## config.mk

```make
export PLATFORM = sky130hd
export DESIGN_NAME = guvm_ifetch_feeder
export DESIGN_NICKNAME = d
export VERILOG_FILES = /design/src/rtl/guvm_ifetch_feeder.sv
export SDC_FILE = /design/constraint.sdc
export NUM_CORES = 1
export LEC_CHECK = 0
export BUFFER_PORTS_ARGS = -buffer_cell sky130_fd_sc_hd__buf_2
export CAP_MARGIN = 10
export CORE_ASPECT_RATIO = 0.7
export CORE_MARGIN = 1
export CORE_UTILIZATION = 45
export CTS_CLUSTER_DIAMETER = 150
export DETAILED_ROUTE_END_ITERATION = 6
export GPL_TIMING_DRIVEN = 1
export PLACE_DENSITY_LB_ADDON = 0.1
export RECOVER_POWER = 50
export SLEW_MARGIN = 20
export SYNTH_ARGS = -nofsm -noshare
export SYNTH_HDL_FRONTEND = slang
export SYNTH_SLANG_ARGS = --single-unit
```

## constraint.sdc

```tcl
create_clock -name clk_i -period 4.7 [get_ports clk_i]
set_input_delay 0.235 -clock clk_i [delete_from_list [all_inputs] [get_ports clk_i]]
set_output_delay 0.235 -clock clk_i [all_outputs]
set_load 0.1 [all_outputs]
```

## src/rtl/guvm_ifetch_feeder.sv

```systemverilog
// guvm_ifetch_feeder
// Instruction feed stage sitting in front of the core's icache_output port.
// A driver pushes {exc, inst} words into a small FIFO. Each core fetch
// request returns one word, after an optional programmable number of wait
// states. If the FIFO runs dry, the stage stalls through the active-low hold.
// Every delivered word is also reported on the issued_* port for a scoreboard.
//
// Ports
//   clk_i, rst_ni              clock, asynchronous active-low reset
//   push_valid_i/inst_i/exc_i  driver push channel, push_ready_o = FIFO not full
//   fetch_req_i, fetch_addr_i  single-cycle fetch request with its address
//   flush_i                    drop FIFO contents and abort any pending request
//   cfg_wait_i                 wait states, sampled with the request
//   ico_data_o/exception_o     instruction presented to the core
//   ico_hold_o                 active-low stall to the core
//   issued_valid/addr/inst_o   one-cycle report of each delivered instruction
//   fifo_count_o               current FIFO occupancy
//   stall_cycles_o             saturating count of cycles with ico_hold_o low
module guvm_ifetch_feeder #(
    parameter int unsigned DEPTH    = 8,
    parameter logic [31:0] NOP_INST = 32'h0100_0000
) (
    input  logic                      clk_i,
    input  logic                      rst_ni,
    input  logic                      push_valid_i,
    input  logic [31:0]               push_inst_i,
    input  logic                      push_exc_i,
    output logic                      push_ready_o,
    input  logic                      fetch_req_i,
    input  logic [31:0]               fetch_addr_i,
    input  logic                      flush_i,
    input  logic [3:0]                cfg_wait_i,
    output logic [31:0]               ico_data_o,
    output logic                      ico_exception_o,
    output logic                      ico_hold_o,
    output logic                      issued_valid_o,
    output logic [31:0]               issued_addr_o,
    output logic [31:0]               issued_inst_o,
    output logic [$clog2(DEPTH):0]    fifo_count_o,
    output logic [15:0]               stall_cycles_o
);

    localparam int unsigned AW = $clog2(DEPTH);
    localparam int unsigned CW = AW + 1;

    typedef enum logic [1:0] {
        S_IDLE,
        S_WAIT,
        S_STARVE
    } state_e;

    state_e        state_q, state_d;
    logic [32:0]   mem_q [DEPTH];
    logic [AW-1:0] wr_ptr_q, wr_ptr_d;
    logic [AW-1:0] rd_ptr_q, rd_ptr_d;
    logic [CW-1:0] count_q, count_d;
    logic          push_ready_q, push_ready_d;
    logic [3:0]    cnt_q, cnt_d;
    logic [31:0]   req_addr_q, req_addr_d;
    logic [31:0]   ico_data_q, ico_data_d;
    logic          ico_exc_q, ico_exc_d;
    logic          ico_hold_q, ico_hold_d;
    logic          iss_valid_q, iss_valid_d;
    logic [31:0]   iss_addr_q, iss_addr_d;
    logic [31:0]   iss_inst_q, iss_inst_d;
    logic [15:0]   stall_q, stall_d;

    logic          do_push;
    logic          do_pop;
    logic [31:0]   pop_addr;
    logic [32:0]   head;

    assign head = mem_q[rd_ptr_q];

    always_comb begin
        state_d      = state_q;
        wr_ptr_d     = wr_ptr_q;
        rd_ptr_d     = rd_ptr_q;
        count_d      = count_q;
        cnt_d        = cnt_q;
        req_addr_d   = req_addr_q;
        ico_data_d   = ico_data_q;
        ico_exc_d    = ico_exc_q;
        ico_hold_d   = ico_hold_q;
        iss_valid_d  = 1'b0;
        iss_addr_d   = iss_addr_q;
        iss_inst_d   = iss_inst_q;
        do_pop       = 1'b0;
        pop_addr     = req_addr_q;
        do_push      = push_valid_i && push_ready_q && !flush_i;
        // The counter looks at the hold value currently driven to the core.
        stall_d      = (!ico_hold_q && (stall_q != 16'hFFFF)) ? stall_q + 16'd1 : stall_q;

        if (flush_i) begin
            state_d    = S_IDLE;
            wr_ptr_d   = '0;
            rd_ptr_d   = '0;
            count_d    = '0;
            ico_data_d = NOP_INST;
            ico_exc_d  = 1'b0;
            ico_hold_d = 1'b1;
        end else begin
            case (state_q)
                S_IDLE: begin
                    if (fetch_req_i) begin
                        if (cfg_wait_i != 4'd0) begin
                            req_addr_d = fetch_addr_i;
                            cnt_d      = cfg_wait_i;
                            ico_hold_d = 1'b0;
                            state_d    = S_WAIT;
                        end else if (count_q != '0) begin
                            // Zero-wait hit: the address goes straight to issued_addr.
                            do_pop   = 1'b1;
                            pop_addr = fetch_addr_i;
                        end else begin
                            req_addr_d = fetch_addr_i;
                            ico_hold_d = 1'b0;
                            state_d    = S_STARVE;
                        end
                    end
                end
                S_WAIT: begin
                    if (cnt_q > 4'd1) begin
                        cnt_d = cnt_q - 4'd1;
                    end else if (count_q != '0) begin
                        do_pop     = 1'b1;
                        ico_hold_d = 1'b1;
                        state_d    = S_IDLE;
                    end else begin
                        state_d = S_STARVE;
                    end
                end
                S_STARVE: begin
                    if (count_q != '0) begin
                        do_pop     = 1'b1;
                        ico_hold_d = 1'b1;
                        state_d    = S_IDLE;
                    end
                end
                default: state_d = S_IDLE;
            endcase

            if (do_pop) begin
                ico_data_d  = head[31:0];
                ico_exc_d   = head[32];
                iss_valid_d = 1'b1;
                iss_addr_d  = pop_addr;
                iss_inst_d  = head[31:0];
                rd_ptr_d    = rd_ptr_q + 1'b1;
            end
            if (do_push) begin
                wr_ptr_d = wr_ptr_q + 1'b1;
            end
            count_d = count_q + CW'(do_push) - CW'(do_pop);
        end

        // Registered so push_ready_o tracks the occupancy it is derived from.
        push_ready_d = (count_d != CW'(DEPTH));
    end

    // Storage has no reset. Its contents only matter behind the pointers.
    always_ff @(posedge clk_i) begin
        if (do_push) begin
            mem_q[wr_ptr_q] <= {push_exc_i, push_inst_i};
        end
    end

    always_ff @(posedge clk_i or negedge rst_ni) begin
        if (!rst_ni) begin
            state_q      <= S_IDLE;
            wr_ptr_q     <= '0;
            rd_ptr_q     <= '0;
            count_q      <= '0;
            push_ready_q <= 1'b1;
            cnt_q        <= 4'd0;
            req_addr_q   <= 32'd0;
            ico_data_q   <= NOP_INST;
            ico_exc_q    <= 1'b0;
            ico_hold_q   <= 1'b1;
            iss_valid_q  <= 1'b0;
            iss_addr_q   <= 32'd0;
            iss_inst_q   <= 32'd0;
            stall_q      <= 16'd0;
        end else begin
            state_q      <= state_d;
            wr_ptr_q     <= wr_ptr_d;
            rd_ptr_q     <= rd_ptr_d;
            count_q      <= count_d;
            push_ready_q <= push_ready_d;
            cnt_q        <= cnt_d;
            req_addr_q   <= req_addr_d;
            ico_data_q   <= ico_data_d;
            ico_exc_q    <= ico_exc_d;
            ico_hold_q   <= ico_hold_d;
            iss_valid_q  <= iss_valid_d;
            iss_addr_q   <= iss_addr_d;
            iss_inst_q   <= iss_inst_d;
            stall_q      <= stall_d;
        end
    end

    assign push_ready_o    = push_ready_q;
    assign ico_data_o      = ico_data_q;
    assign ico_exception_o = ico_exc_q;
    assign ico_hold_o      = ico_hold_q;
    assign issued_valid_o  = iss_valid_q;
    assign issued_addr_o   = iss_addr_q;
    assign issued_inst_o   = iss_inst_q;
    assign fifo_count_o    = count_q;
    assign stall_cycles_o  = stall_q;

endmodule

```

-- Word-level counts from Yosys, hierarchy flattened
Memory sizes are Yosys's and may differ from the RTL's.
Cells that the tools add are included.
- bits in writable memories: 264
- bits in read-only memories: 0
- input bits: 74
- bits in latches: 0
- memories kept: 1
- register bits after elaboration: 164
- logic and storage cells: 96
- output and inout port bits: 120
- memories (name ; words ; bits a word ; rd ports ; clocked after memory_dff ; write ports ; line ; RTL):
    mem_q ; 8 ; 33 ; 1 ; 0 ; 1 ; 53 ; logic [32:0] mem_q [DEPTH];
- bitwise logic cells: 1
- mux-type cells: 44
- reductions and logical operators: 17
- add/sub/neg operators: 6
- multiply operators: 0
- order comparisons: 1
- equality and inequality tests: 12
- shift operators: 0
- div/mod/pow operators: 0
- operators by type and width (operator ; number):
    $mux 32 ; 8
    $mux 1 ; 17
    $add 16x1->16 const B ; 1
    $mux 4 ; 4
    $ne 16x16->1 const B ; 1
    $mux 2 ; 7
    $mux 3 ; 4
    $reduce_and 4->1 ; 3
    $reduce_bool 4->1 ; 3
    $ne 3x3->1 const B ; 3
    $ne 2x2->1 const B ; 4
    $ne 4x4->1 const B ; 2
    $pmux 4 s2 ; 1
    $add 3x1->3 const B ; 2
    $pmux 1 s3 ; 2
    $pmux 2 s3 ; 1
    $reduce_bool 2->1 ; 3
    $reduce_and 5->1 ; 1
    $add 4x1->4 ; 1
    $gt 4x1->1 const B ; 1
    $sub 4x1->4 ; 1
    $sub 4x1->4 const B ; 1
    $logic_and 1x1->1 ; 3
    $eq 2x1->1 const B ; 1
    other kinds (5) ; 6

-- Longest topological paths before layout
- depth in word-level cells: 9
- gate-level depth with buffers: 13
- mapped depth without buffers: 12

-- Least setup slack after synthesis
No wires, ideal clock.
- path type: register -> register
- from: reg push_ready_q, in the netlist push_ready_o
- to: mem mem_q[0][0], enable pin
- data required time: 4.236 ns
- data arrival time: 3.746 ns
- cell stages (with the launch flop): 4
- setup slack: 0.489 ns
- library setup time: 0.464 ns
- path buffers: 0
- cell sequence: dfstp_2 > nand2_1 > or3_1 > nor3_1
- longest elaborated chain between the ends: 4
- ends and longest elaborated chain (item ; line ; RTL):
    start, declared ; 57 ; logic push_ready_q, push_ready_d;
    start signal, assigned ; 189 ; push_ready_q <= push_ready_d;
    $logic_and 1x1->1 (2 in a row) ; 90 ; do_push = push_valid_i && push_ready_q && !flush_i;
    $mux 1 ; 163 ; if (do_push) begin
    $mux 1 (implied by the code) ; 164 ; mem_q[wr_ptr_q] <= {push_exc_i, push_inst_i};
    end, declared ; 53 ;
No other way between the ends.

-- Worst setup path after layout
- from: reg cnt_q[0]
- to: reg push_ready_q, in the netlist push_ready_o
- longest elaborated chain between the ends: 7
- ends and longest elaborated chain (item ; line ; RTL):
    start, declared ; 58 ; logic [3:0] cnt_q, cnt_d;
    start signal, assigned ; 190 ; cnt_q <= cnt_d;
    $gt 4x1->1 ; 123 ; if (cnt_q > 4'd1) begin
    $mux 1 ; 123 ;
    $pmux 1 s3 ; 103 ; case (state_q)
    $mux 1 ; 94 ; if (flush_i) begin
    $sub 4x1->4 ; 154 ; count_d = count_q + CW'(do_push) - CW'(do_pop);
    $mux 4 ; 94 ;
    net count_d[2] ; 56 ; logic [CW-1:0] count_q, count_d;
    $ne 4x4->1 ; 158 ; push_ready_d = (count_d != CW'(DEPTH));
    net push_ready_d ; 57 ;
The timed path passes the listed nets, and every way through them passes these cells. The select of a mux whose other input is x is not followed.
A chain may end at the register's enable or synchronous reset.

==> impl_metrics.prom <==
# TYPE chip_impl_metric gauge
chip_impl_info{name="run_status",value="finished, violations left"} 1
chip_impl_info{name="violations_in_the_final_reports",value="max-capacitance violations, max-slew violations"} 1
chip_impl_metric{name="die_h",unit="um"} 166
chip_impl_metric{name="first_global_vias",unit=""} 9970
chip_impl_metric{name="multiInputGateArea",unit="sq um"} 4790
chip_impl_metric{name="max_cap_violations",unit=""} 1
chip_impl_metric{name="clk-insertion-delay-late",unit="ns"} 0.54
chip_impl_metric{name="p_per_area",unit="nW/um^2"} 634
chip_impl_metric{name="ff_latch_area",unit="sq um"} 12000
chip_impl_metric{name="timing.max_slew.rel_slack",unit="%"} -127
chip_impl_metric{name="synthToLayoutAreaGrowth",unit="%"} 19.7
chip_impl_metric{name="postSynthAreaPerCell",unit="sq um"} 17.0
chip_impl_info{name="cp-end-kind",value="flip-flop"} 1
chip_impl_metric{name="drtAntennaViolNets",unit=""} 0
chip_impl_metric{name="synth_edf_count",unit=""} 264
chip_impl_info{name="main_synth_ff_type",value="sky130_fd_sc_hd__edfxtp_1"} 1
chip_impl_info{name="layout_common_cells",value="264 x sky130_fd_sc_hd__edfxtp_1, 159 x sky130_fd_sc_hd__dfrtp_1, 119 x sky130_fd_sc_hd__mux2_2"} 1
chip_impl_metric{name="netlist-cell-type-count",unit=""} 59
chip_impl_metric{name="postSynth.asyncResetShare",unit="%"} 38.3
chip_impl_metric{name="avgRoutedWirePerCell",unit="um"} 20.9
chip_impl_metric{name="final-setup-viol-count",unit=""} 0
chip_impl_metric{name="timing.setup.tns",unit="ns"} 0
chip_impl_metric{name="via_per_inst",unit=""} 5.25
chip_impl_metric{name="vias",unit=""} 9547
chip_impl_metric{name="grt_start_max_net_pins",unit=""} 109
chip_impl_metric{name="cts.sinks",unit=""} 428
chip_impl_metric{name="dieWidth",unit="um"} 236
chip_impl_metric{name="synth_sequential_area_ratio",unit="%"} 69.5
chip_impl_info{name="worstSetupPathType",value="flip-flop to flip-flop"} 1
chip_impl_metric{name="crit_arrival",unit="ns"} 3.81
chip_impl_metric{name="finalHoldViolCount",unit=""} 0
chip_impl_metric{name="io_buffers",unit=""} 193
chip_impl_metric{name="timing_worst_slew_pin_value",unit="ns"} 3.41
chip_impl_metric{name="worst_ep_required_time",unit="ns"} 5.17
chip_impl_metric{name="netlist_instances",unit=""} 1021
chip_impl_metric{name="core_area",unit="sq um"} 37500
chip_impl_metric{name="dpl_worst_slack",unit="ns"} 1.35
chip_impl_metric{name="grt.total_usage",unit="%"} 19.8
chip_impl_metric{name="wirelength",unit="um"} 37900
chip_impl_metric{name="final_core_util",unit="%"} 55.2
chip_impl_metric{name="power.ir.vdd_worst",unit="V"} 0.000396
chip_impl_metric{name="gp_congestion",unit=""} 0.750
chip_impl_metric{name="syn-cell-area",unit="sq um"} 17300
chip_impl_metric{name="grt_first_pass_wirelength",unit="um"} 59700
chip_impl_metric{name="first_iter_violations",unit=""} 641
chip_impl_metric{name="setup_ws",unit="ns"} 1.36
chip_impl_info{name="final_common_cell",value="sky130_fd_sc_hd__edfxtp_1"} 1
chip_impl_metric{name="timing.final.crit_period",unit="ns"} 3.34
chip_impl_metric{name="drt_pass_1_iters",unit=""} 4
chip_impl_metric{name="start_util",unit="%"} 46.2
chip_impl_metric{name="ios",unit=""} 194
chip_impl_metric{name="min_delay_path_depth",unit=""} 3
chip_impl_metric{name="cts.repair_timing.setup_buffer_count",unit=""} 0
chip_impl_metric{name="design.final.nets",unit=""} 1384
chip_impl_metric{name="fill_cells",unit=""} 3056
chip_impl_metric{name="static-leakage-power",unit="nW"} 7.75
chip_impl_metric{name="grt_overflow",unit=""} 0
chip_impl_metric{name="clock_tree_buffer_depth",unit=""} 3
chip_impl_metric{name="fin_worst_hold_slack",unit="ns"} 0.0403
chip_impl_metric{name="route.detailed.drc",unit=""} 0
chip_impl_info{name="rsz_0062_raised_after_global_routing",value="false"} 1
chip_impl_info{name="timing.hold.worst.class",value="input port to flip-flop"} 1
chip_impl_metric{name="synth_fp_nets",unit=""} 1109
chip_impl_metric{name="clk_pin_slew_worst_paths",unit="ns"} 0.07
chip_impl_metric{name="worstPathMaxFanout",unit=""} 4
chip_impl_metric{name="grt_antenna_before_repair",unit=""} 1
chip_impl_info{name="cts_tree",value="done"} 1
chip_impl_metric{name="h_tree_levels",unit=""} 2
chip_impl_metric{name="period_share",unit="%"} 71.0
chip_impl_metric{name="ys.warnings.count",unit=""} 0
chip_impl_metric{name="finClkSkew",unit="ns"} 0.0121
chip_impl_metric{name="r2r_cells",unit=""} 12
chip_impl_metric{name="drv_slew",unit=""} 57
chip_impl_metric{name="drive_gt1_share",unit="%"} 29.7
chip_impl_info{name="root_buffer",value="sky130_fd_sc_hd__clkbuf_16"} 1
chip_impl_metric{name="rows",unit=""} 59
chip_impl_metric{name="report.power.total",unit="W"} 0.0131
chip_impl_metric{name="max_freq",unit="GHz"} 0.300
chip_impl_info{name="startpoint_type",value="flip-flop"} 1
chip_impl_metric{name="cts_made_buffers",unit=""} 42
chip_impl_metric{name="postSynthRegisterBits",unit=""} 428
chip_impl_metric{name="hpwlAfterDp",unit="um"} 22400
chip_impl_metric{name="fp.dieArea",unit="sq um"} 39300
==> cell type report <==
class                      count  share of cell area [%]
clock buffer                  54                    5.59
inverter                      76                    1.38
antenna                        1                  0.0121
multi-input combinational    467                    23.1
tap                          488                    2.95
sequential                   428                    58.1
timing repair buffer         281                    8.18
clock inverter                22                   0.676
==> stage by stage <==
stage               cell area [sq um]  std cells
floorplan                       17300       1021
global placement                18900       1673
detailed placement              18900       1673
CTS                             20800       1816
global route                    20700       1816
finish                          20700       1817
==> registers in the layout (all words and copies together) (netlist names) <==
name             count
cnt_q                4
fifo_count_o         4
ico_data_o          32
ico_exception_o      1
ico_hold_o           1
issued_addr_o       32
issued_inst_o       32
issued_valid_o       1
mem_q              264
push_ready_o         1
rd_ptr_q             3
req_addr_q          32
stall_cycles_o      16
state_q              2
wr_ptr_q             3
==> final timing paths <==
check                                     to  slack [ns]               from
min in group asynchronous   issued_inst_o[9]        1.40             rst_ni
min                                 cnt_q[1]        0.04      cfg_wait_i[1]
max                             push_ready_o        1.36           cnt_q[0]
max in group asynchronous  issued_inst_o[18]        1.39             rst_ni
max reg2reg                     push_ready_o        1.36           cnt_q[0]
min reg2reg                issued_inst_o[24]        0.49  issued_inst_o[24]
==> synth_stat cells (6+ instances only) <==
library cell               number  share of area (%)
sky130_fd_sc_hd__a21oi_1       12               0.35
sky130_fd_sc_hd__a31oi_1        7               0.25
sky130_fd_sc_hd__buf_2         17               0.49
sky130_fd_sc_hd__buf_4          7               0.30
sky130_fd_sc_hd__buf_6          6               0.39
sky130_fd_sc_hd__clkbuf_1      15               0.33
sky130_fd_sc_hd__dfrtp_1      161                 23
sky130_fd_sc_hd__edfxtp_1     264                 46
sky130_fd_sc_hd__ha_1          13               0.94
sky130_fd_sc_hd__inv_1         75                1.6
sky130_fd_sc_hd__mux2_1        13               0.85
sky130_fd_sc_hd__mux2_2       119                7.7
sky130_fd_sc_hd__mux2i_1        6               0.35
sky130_fd_sc_hd__mux4_2        66                8.6
sky130_fd_sc_hd__nand2_1       17               0.37
sky130_fd_sc_hd__nand2b_1       6               0.22
sky130_fd_sc_hd__nand3_1        7               0.20
sky130_fd_sc_hd__nor2_1        27               0.59
sky130_fd_sc_hd__nor2b_1        6               0.22
sky130_fd_sc_hd__nor3_1        10               0.29
sky130_fd_sc_hd__o211ai_1      32                1.4
sky130_fd_sc_hd__o21ai_0       68                2.0
sky130_fd_sc_hd__xor2_1         7               0.35
==> report_power, final <==
part / switching, W / internal, W
Sequential: 0.000368 / 0.00461
Clock: 0.00141 / 0.00180
Combinational: 0.00382 / 0.00113
==> logic make-up after synthesis <==
group	count (synthesis)	synth area share [%]
compound gates	144	5.20
flops	428	69.5
fa+ha+maj	14	1.06
xor+xnor	12	0.607
mux	204	17.5
simple gates	93	2.83
buf+inv	126	3.27
==> worst max-delay path: stages, from the launching register on <==
cell and delay, ns:
sky130_fd_sc_hd__dfrtp_1 0.38, sky130_fd_sc_hd__inv_1 0.08, sky130_fd_sc_hd__ha_1 0.22, sky130_fd_sc_hd__or2_2 0.34, sky130_fd_sc_hd__a31o_2 0.27, sky130_fd_sc_hd__o21ai_0 0.34
sky130_fd_sc_hd__xnor2_1 0.13, sky130_fd_sc_hd__ha_1 0.23, sky130_fd_sc_hd__fa_1 0.41, sky130_fd_sc_hd__xnor2_1 0.16, sky130_fd_sc_hd__nor2_1 0.06, sky130_fd_sc_hd__or3_1 0.35
sky130_fd_sc_hd__or3_1 0.30
==> layer usage <==
| layer | vias to the layer above | wire [um] | track usage (%) |
|---|---|---|---|
| met2 | 153 | 18300 | 32.2 |
| li1 | 4438 | - | - |
| met3 | 46 | 1170 | 2.99 |
| met1 | 4910 | 17900 | 28.3 |
| met5 | - | 0 | 0 |
| met4 | 0 | 612 | 4.94 |
==> repair_timing <==
item                                    4_1_cts  5_1_grt
endpoints found under the hold margin       353        0
endpoints found under the setup margin        0        0
hold buffers                                 67        0
resized for setup                             0        0
Note: power is estimated with default switching activity, not from simulation.
